### src/rtl/rf_pkg.sv
// Shared register-file constants used by the write-port arbiter and its neighbours.
package rf_pkg;

    localparam int RF_ADDR_W = 5;
    localparam int RF_DATA_W = 32;
    localparam int RF_DEPTH  = 32;
    localparam int ZERO_REG  = 0;

    localparam int SRC_ALU  = 0;
    localparam int SRC_LOAD = 1;
    localparam int SRC_CSR  = 2;

endpackage

### src/rtl/rr_pick.sv
// Rotate-priority encoder: first set bit of valid at or after ptr, wrapping mod N.
module rr_pick #(
    parameter int N     = 3,
    parameter int PTR_W = (N > 1) ? $clog2(N) : 1
) (
    input  logic [N-1:0]     valid,
    input  logic [PTR_W-1:0] ptr,
    output logic [N-1:0]     grant,
    output logic [PTR_W-1:0] idx,
    output logic             any
);

    always_comb begin
        int j;
        grant = '0;
        idx   = '0;
        any   = 1'b0;
        j     = 0;
        // ptr is always < N, so the modulo keeps the scan inside the vector.
        for (int k = 0; k < N; k++) begin
            j = (int'(ptr) + k) % N;
            if (!any && valid[j]) begin
                grant[j] = 1'b1;
                idx      = PTR_W'(j);
                any      = 1'b1;
            end
        end
    end

endmodule

### src/rtl/rf_wp_arbiter.sv
// Round-robin arbiter sharing the register-file write port between writeback
// sources; registers the winner onto WE/WA/WD and publishes a pending-write mask.
module rf_wp_arbiter
    import rf_pkg::*;
#(
    parameter int N_SRC  = 3,
    parameter int DATA_W = RF_DATA_W,
    parameter int ADDR_W = RF_ADDR_W
) (
    input  logic                      clk,
    input  logic                      rst,
    input  logic                      hold,
    input  logic [N_SRC-1:0]          req_valid,
    input  logic [N_SRC*ADDR_W-1:0]   req_addr,
    input  logic [N_SRC*DATA_W-1:0]   req_data,
    output logic [N_SRC-1:0]          req_ready,
    output logic                      WE,
    output logic [ADDR_W-1:0]         WA,
    output logic [DATA_W-1:0]         WD,
    output logic [(2**ADDR_W)-1:0]    pend
);

    localparam int PTR_W = (N_SRC > 1) ? $clog2(N_SRC) : 1;
    localparam int DEPTH = 2**ADDR_W;

    // Handshake: a source presents valid/addr/data and holds them stable; the
    // write transfers in the cycle where valid && ready, ready is one-hot or zero.
    logic [PTR_W-1:0]  ptr;
    logic [N_SRC-1:0]  elig;
    logic [PTR_W-1:0]  gidx;
    logic              gany;
    logic [ADDR_W-1:0] g_addr;
    logic [DATA_W-1:0] g_data;
    logic [PTR_W-1:0]  ptr_next;

    assign elig = hold ? '0 : req_valid;

    rr_pick #(
        .N     (N_SRC),
        .PTR_W (PTR_W)
    ) u_pick (
        .valid (elig),
        .ptr   (ptr),
        .grant (req_ready),
        .idx   (gidx),
        .any   (gany)
    );

    assign g_addr   = req_addr[int'(gidx)*ADDR_W +: ADDR_W];
    assign g_data   = req_data[int'(gidx)*DATA_W +: DATA_W];
    assign ptr_next = (gidx == PTR_W'(N_SRC - 1)) ? '0 : gidx + PTR_W'(1);

    // x0 writes are consumed like any other grant but never raise WE.
    always_ff @(posedge clk or posedge rst) begin
        if (rst) begin
            ptr <= '0;
            WE  <= 1'b0;
            WA  <= '0;
            WD  <= '0;
        end else if (gany) begin
            ptr <= ptr_next;
            WA  <= g_addr;
            WD  <= g_data;
            WE  <= (g_addr != ADDR_W'(ZERO_REG));
        end else begin
            WE  <= 1'b0;
        end
    end

    always_comb begin
        pend = '0;
        for (int r = 1; r < DEPTH; r++) begin
            if (WE && (WA == ADDR_W'(r))) begin
                pend[r] = 1'b1;
            end
            for (int i = 0; i < N_SRC; i++) begin
                if (req_valid[i] && (req_addr[i*ADDR_W +: ADDR_W] == ADDR_W'(r))) begin
                    pend[r] = 1'b1;
                end
            end
        end
    end

endmodule

### config.mk
export PLATFORM = sky130hd
export DESIGN_NAME = rf_wp_arbiter
export DESIGN_NICKNAME = d
export VERILOG_FILES = /design/src/rtl/rf_pkg.sv /design/src/rtl/rr_pick.sv /design/src/rtl/rf_wp_arbiter.sv
export SDC_FILE = /design/constraint.sdc
export NUM_CORES = 1
export LEC_CHECK = 0
export ABC_AREA = 1
export BUFFER_PORTS_ARGS = -buffer_cell sky130_fd_sc_hd__buf_2
export CAP_MARGIN = 15
export CORE_MARGIN = 2
export CORE_UTILIZATION = 47
export DETAILED_ROUTE_END_ITERATION = 10
export GPL_TIMING_DRIVEN = 0
export HOLD_SLACK_MARGIN = 0.02
export PLACE_DENSITY = 0.8
export SYNTH_ARGS = -nofsm -noshare
export SYNTH_HDL_FRONTEND = slang
export SYNTH_SLANG_ARGS = --single-unit
### constraint.sdc
create_clock -name clk -period 2.78 [get_ports clk]
set_input_delay 0.278 -clock clk [delete_from_list [all_inputs] [get_ports clk]]
set_output_delay 0.278 -clock clk [all_outputs]
set_load 0.005 [all_outputs]
==> reports/results.ini <==
[outcome]
status = complete, no violations

[placement]
gp_congestion = 1.003
portBuffers = 188
dp_hpwl_um = 11990
dp_slack_ns = 0.2103

[clocking]
clockBufferDepth = 2
postCtsHoldBufs = 0
cts_sinks = 40
cts_tree = yes
htree_levels = 2
root_buffer = clkbuf_8
clk_latency_ns = 0.31
numCtsBuffers = 5
clk_pin_slew_ns = 0.10

[route]
routed_via_density = 5.574
remaining_drc_errors = 0
ant_nets = 0
drt_iter0_drc = 351
routedWlPerCell_um = 16.62
detailroute.via_count = 5022
first_pass_iters = 6
wl_um = 14980

[power]
p_leak_nw = 2.637
switchingPower_mw = 3.422
cellPowerDensity_mw_per_mm2 = 1311
ir_drop_mv = 1.199
pwr-share-clk_pct = 7.8
p_sw_share_pct = 52.67
comb_power_share_pct = 74.2
seqPwrFrac_pct = 18.0
p_int_mw = 3.074

[grt]
antenna_found_initial = 0
grt_max_degree = 41
grt_overflow = 0
grt.total_usage_pct = 34.47
grt_pass1_wl_um = 23720
grt_pass1_vias = 4881

[floorplan]
rows = 32
dieArea_sq_mm = 0.008742
die_w_um = 93.50
ioPinCount = 190
die_h_um = 93.50
start_util_pct = 48.72
core_area_sq_mm = 0.007727

[yosys]
avgSynthCellArea_sq_um = 6.244
synthAdderAreaFrac_pct = 1.329
synthSimpleGateAreaFrac_pct = 48.42
syn_nets = 724
yosys_warnings = 0
ys_types = 34
synth_seq_area_share_pct = 26.59
synth_cells = 603
synth_top_family_by_area = simple AND/OR/NAND/NOR gates
synthMuxAreaShare_pct = 0
syn_area_sq_mm = 0.003765
synthXorXnorAreaFrac_pct = 0
ys_ff_latch = 40
synth_compound_area_share_pct = 14.26

[setup_path]
worst_path_dominant_cell_family = simple AND/OR/NAND/NOR gates
end_kind = register
rrSetupSlack_ns = 0.21
crit_type = register to register
crit_required_ns = 2.96
cp.arrival_ns = 2.75
cp_common_cell = nand2_1
reg2reg_to = WE$_DFF_PP0_
slowest_delay_ns = 0.39
crit_fanout = 10
crit_slowest_cell = dfrtp_1
cp-start-kind = register
cp.buffers_inverters = 4
crit_chain = inv_1, ha_1, inv_2, nand2_1, nand3_1, nand2_2, nand2_1, nand2_1, nand2_2, nand2_2, buf_6, nand2_1, o21ai_0, a21oi_2, nand3_1, nand2_1, inv_1
r2r.worst_path.cells = 17
crit-reg2reg-launch = ptr[0]$_DFFE_PP0P_

[cells_and_area]
final_nets = 919
fillCellCount = 715
fin_util_pct = 64.14
drive_gt1_share_pct = 32.29
antenna_cells = 0
syn2layout_area_growth_pct = 31.64

[run]
cap_violations = 0

[timing]
period_needed_ns = 2.569
period_share_pct = 92.42
hold_violations = 0
worst_slew_pin_slew_ns = 0.8472
max_freq_mhz = 389.2
setup_slack_ns = 0.2107
relSlewSlack_pct = 43.44
tns_ns = 0
finClkSkew_ns = 0.02120
setup_violations = 0
final_max_slew_viol_count = 0

[min_path]
min-delay-path-class = input pin to asynchronous set/reset pin

synth_stat cells (all sizes together):
| cell type | instances | area (sq um) |
|---|---|---|
| nor3 | 5 | 36.29 |
| nand3 | 41 | 210.2 |
| clkbuf | 12 | 45.04 |
| a21oi | 1 | 5.000 |
| o31ai | 15 | 132.6 |
| o221ai | 2 | 17.52 |
| o21ai | 9 | 48.80 |
| buf | 13 | 106.4 |
| nand2 | 221 | 854.6 |
| a22oi | 15 | 112.6 |
| ha | 4 | 50.05 |
| nand4 | 33 | 206.5 |
| conb | 1 | 3.750 |
| dfrtp | 40 | 1001 |
| nor2 | 104 | 409.2 |
| o211ai | 17 | 202.7 |
| inv | 51 | 198.9 |
| o22ai | 1 | 6.260 |
| a2111o | 1 | 11.26 |
| or2 | 17 | 106.4 |
per-layer routing:
| metal | share of wire (%) | vias up | global-route usage, % |
|---|---|---|---|
| met2 | 47 | 305 | 57.97 |
| li1 | - | 2362 | - |
| met5 | 0 | - | 0 |
| met4 | 3.3 | 0 | 12.50 |
| met3 | 9.1 | 53 | 5.157 |
| met1 | 40 | 2302 | 44.84 |
sequential cells by signal, indices dropped and copies added, names as in the netlist:
signal / count
ptr: 2
WD: 32
WE: 1
WA: 5
power groups by stage:
stage | Clock, mW | Combinational (mW) | Sequential (mW)
after floorplan | 0 | 3.36 | 1.16
after global placement | 0 | 4.66 | 1.16
after detailed placement | 0 | 4.78 | 1.16
after CTS | 0.503 | 4.78 | 1.17
after global routing | 0.526 | 5.33 | 1.20
final | 0.503 | 4.82 | 1.17
per-stage QoR:
stage	power (mW)	hold slack, ns	area [sq um]	std cells
after floorplan	4.517	0.4110	3765	603
after global placement	5.824	0.4776	4833	893
after detailed placement	5.946	0.4786	4833	893
after CTS	6.450	0.1811	4950	901
after global routing	7.059	0.1968	4956	901
final	6.496	0.1369	4956	901
cell families (layout without fill, tap and decap cells):
logic type                 Yosys count  in the layout
buffers and inverters               76            272
DFF                                 40             40
AOI/OAI and AO/OA                   61             61
and+or+nand+nor                    421            421
adders and majority gates            4              4
other                                1              1
worst max path at each step:
stage	startpoint	slack [ns]	end	cells past startpoint
3_3_place_gp	ptr[1]$_DFFE_PP0P_	0.23	WE$_DFF_PP0_	14
5_1_grt	ptr[0]$_DFFE_PP0P_	-0.00004	WE$_DFF_PP0_	14
3_5_place_dp	ptr[1]$_DFFE_PP0P_	0.21	WE$_DFF_PP0_	16
2_1_floorplan	ptr[0]$_DFFE_PP0P_	0.66	WD[0]$_DFFE_PP0P_	15
4_1_cts	ptr[1]$_DFFE_PP0P_	0.17	WE$_DFF_PP0_	16
6_report	ptr[0]$_DFFE_PP0P_	0.21	WE$_DFF_PP0_	17
cell type report:
class,count,area (sq um),area share (%)
Buffer,25,151.4,3.055
Clock buffer,5,68.82,1.389
Clock inverter,3,47.55,0.9594
Inverter,51,198.9,4.014
Multi-Input combinational cell,487,2420,48.83
Sequential cell,40,1001,20.20
Tap cell,102,127.6,2.575
Timing Repair Buffer,188,940.9,18.99
layout by cell type, fill, tap and decap left out, types with 2 or more instances in the layout:
cell type	count
inv_2	7
nor3_1	4
nand3_1	40
inv_4	3
o31ai_1	11
nor2_1	102
o211ai_1	2
or2_2	7
nand2_1	215
or2_1	10
clkbuf_8	5
o31ai_2	4
nand4_1	33
dfrtp_1	40
o21ai_0	8
buf_2	192
buf_6	5
buf_4	4
clkbuf_1	12
ha_1	3
nand2_2	4
clkinv_4	2
inv_1	41
o221ai_1	2
nand2_4	2
o211ai_2	15
a22oi_1	15
repair_timing:
| item | in CTS | in global routing |
|---|---|---|
| gates resized for setup | 0 | 2 |
| setup endpoints to repair | 0 | 1 |
| buffers inserted | 0 | 0 |
No activity file was read; power rests on OpenSTA's default activity.
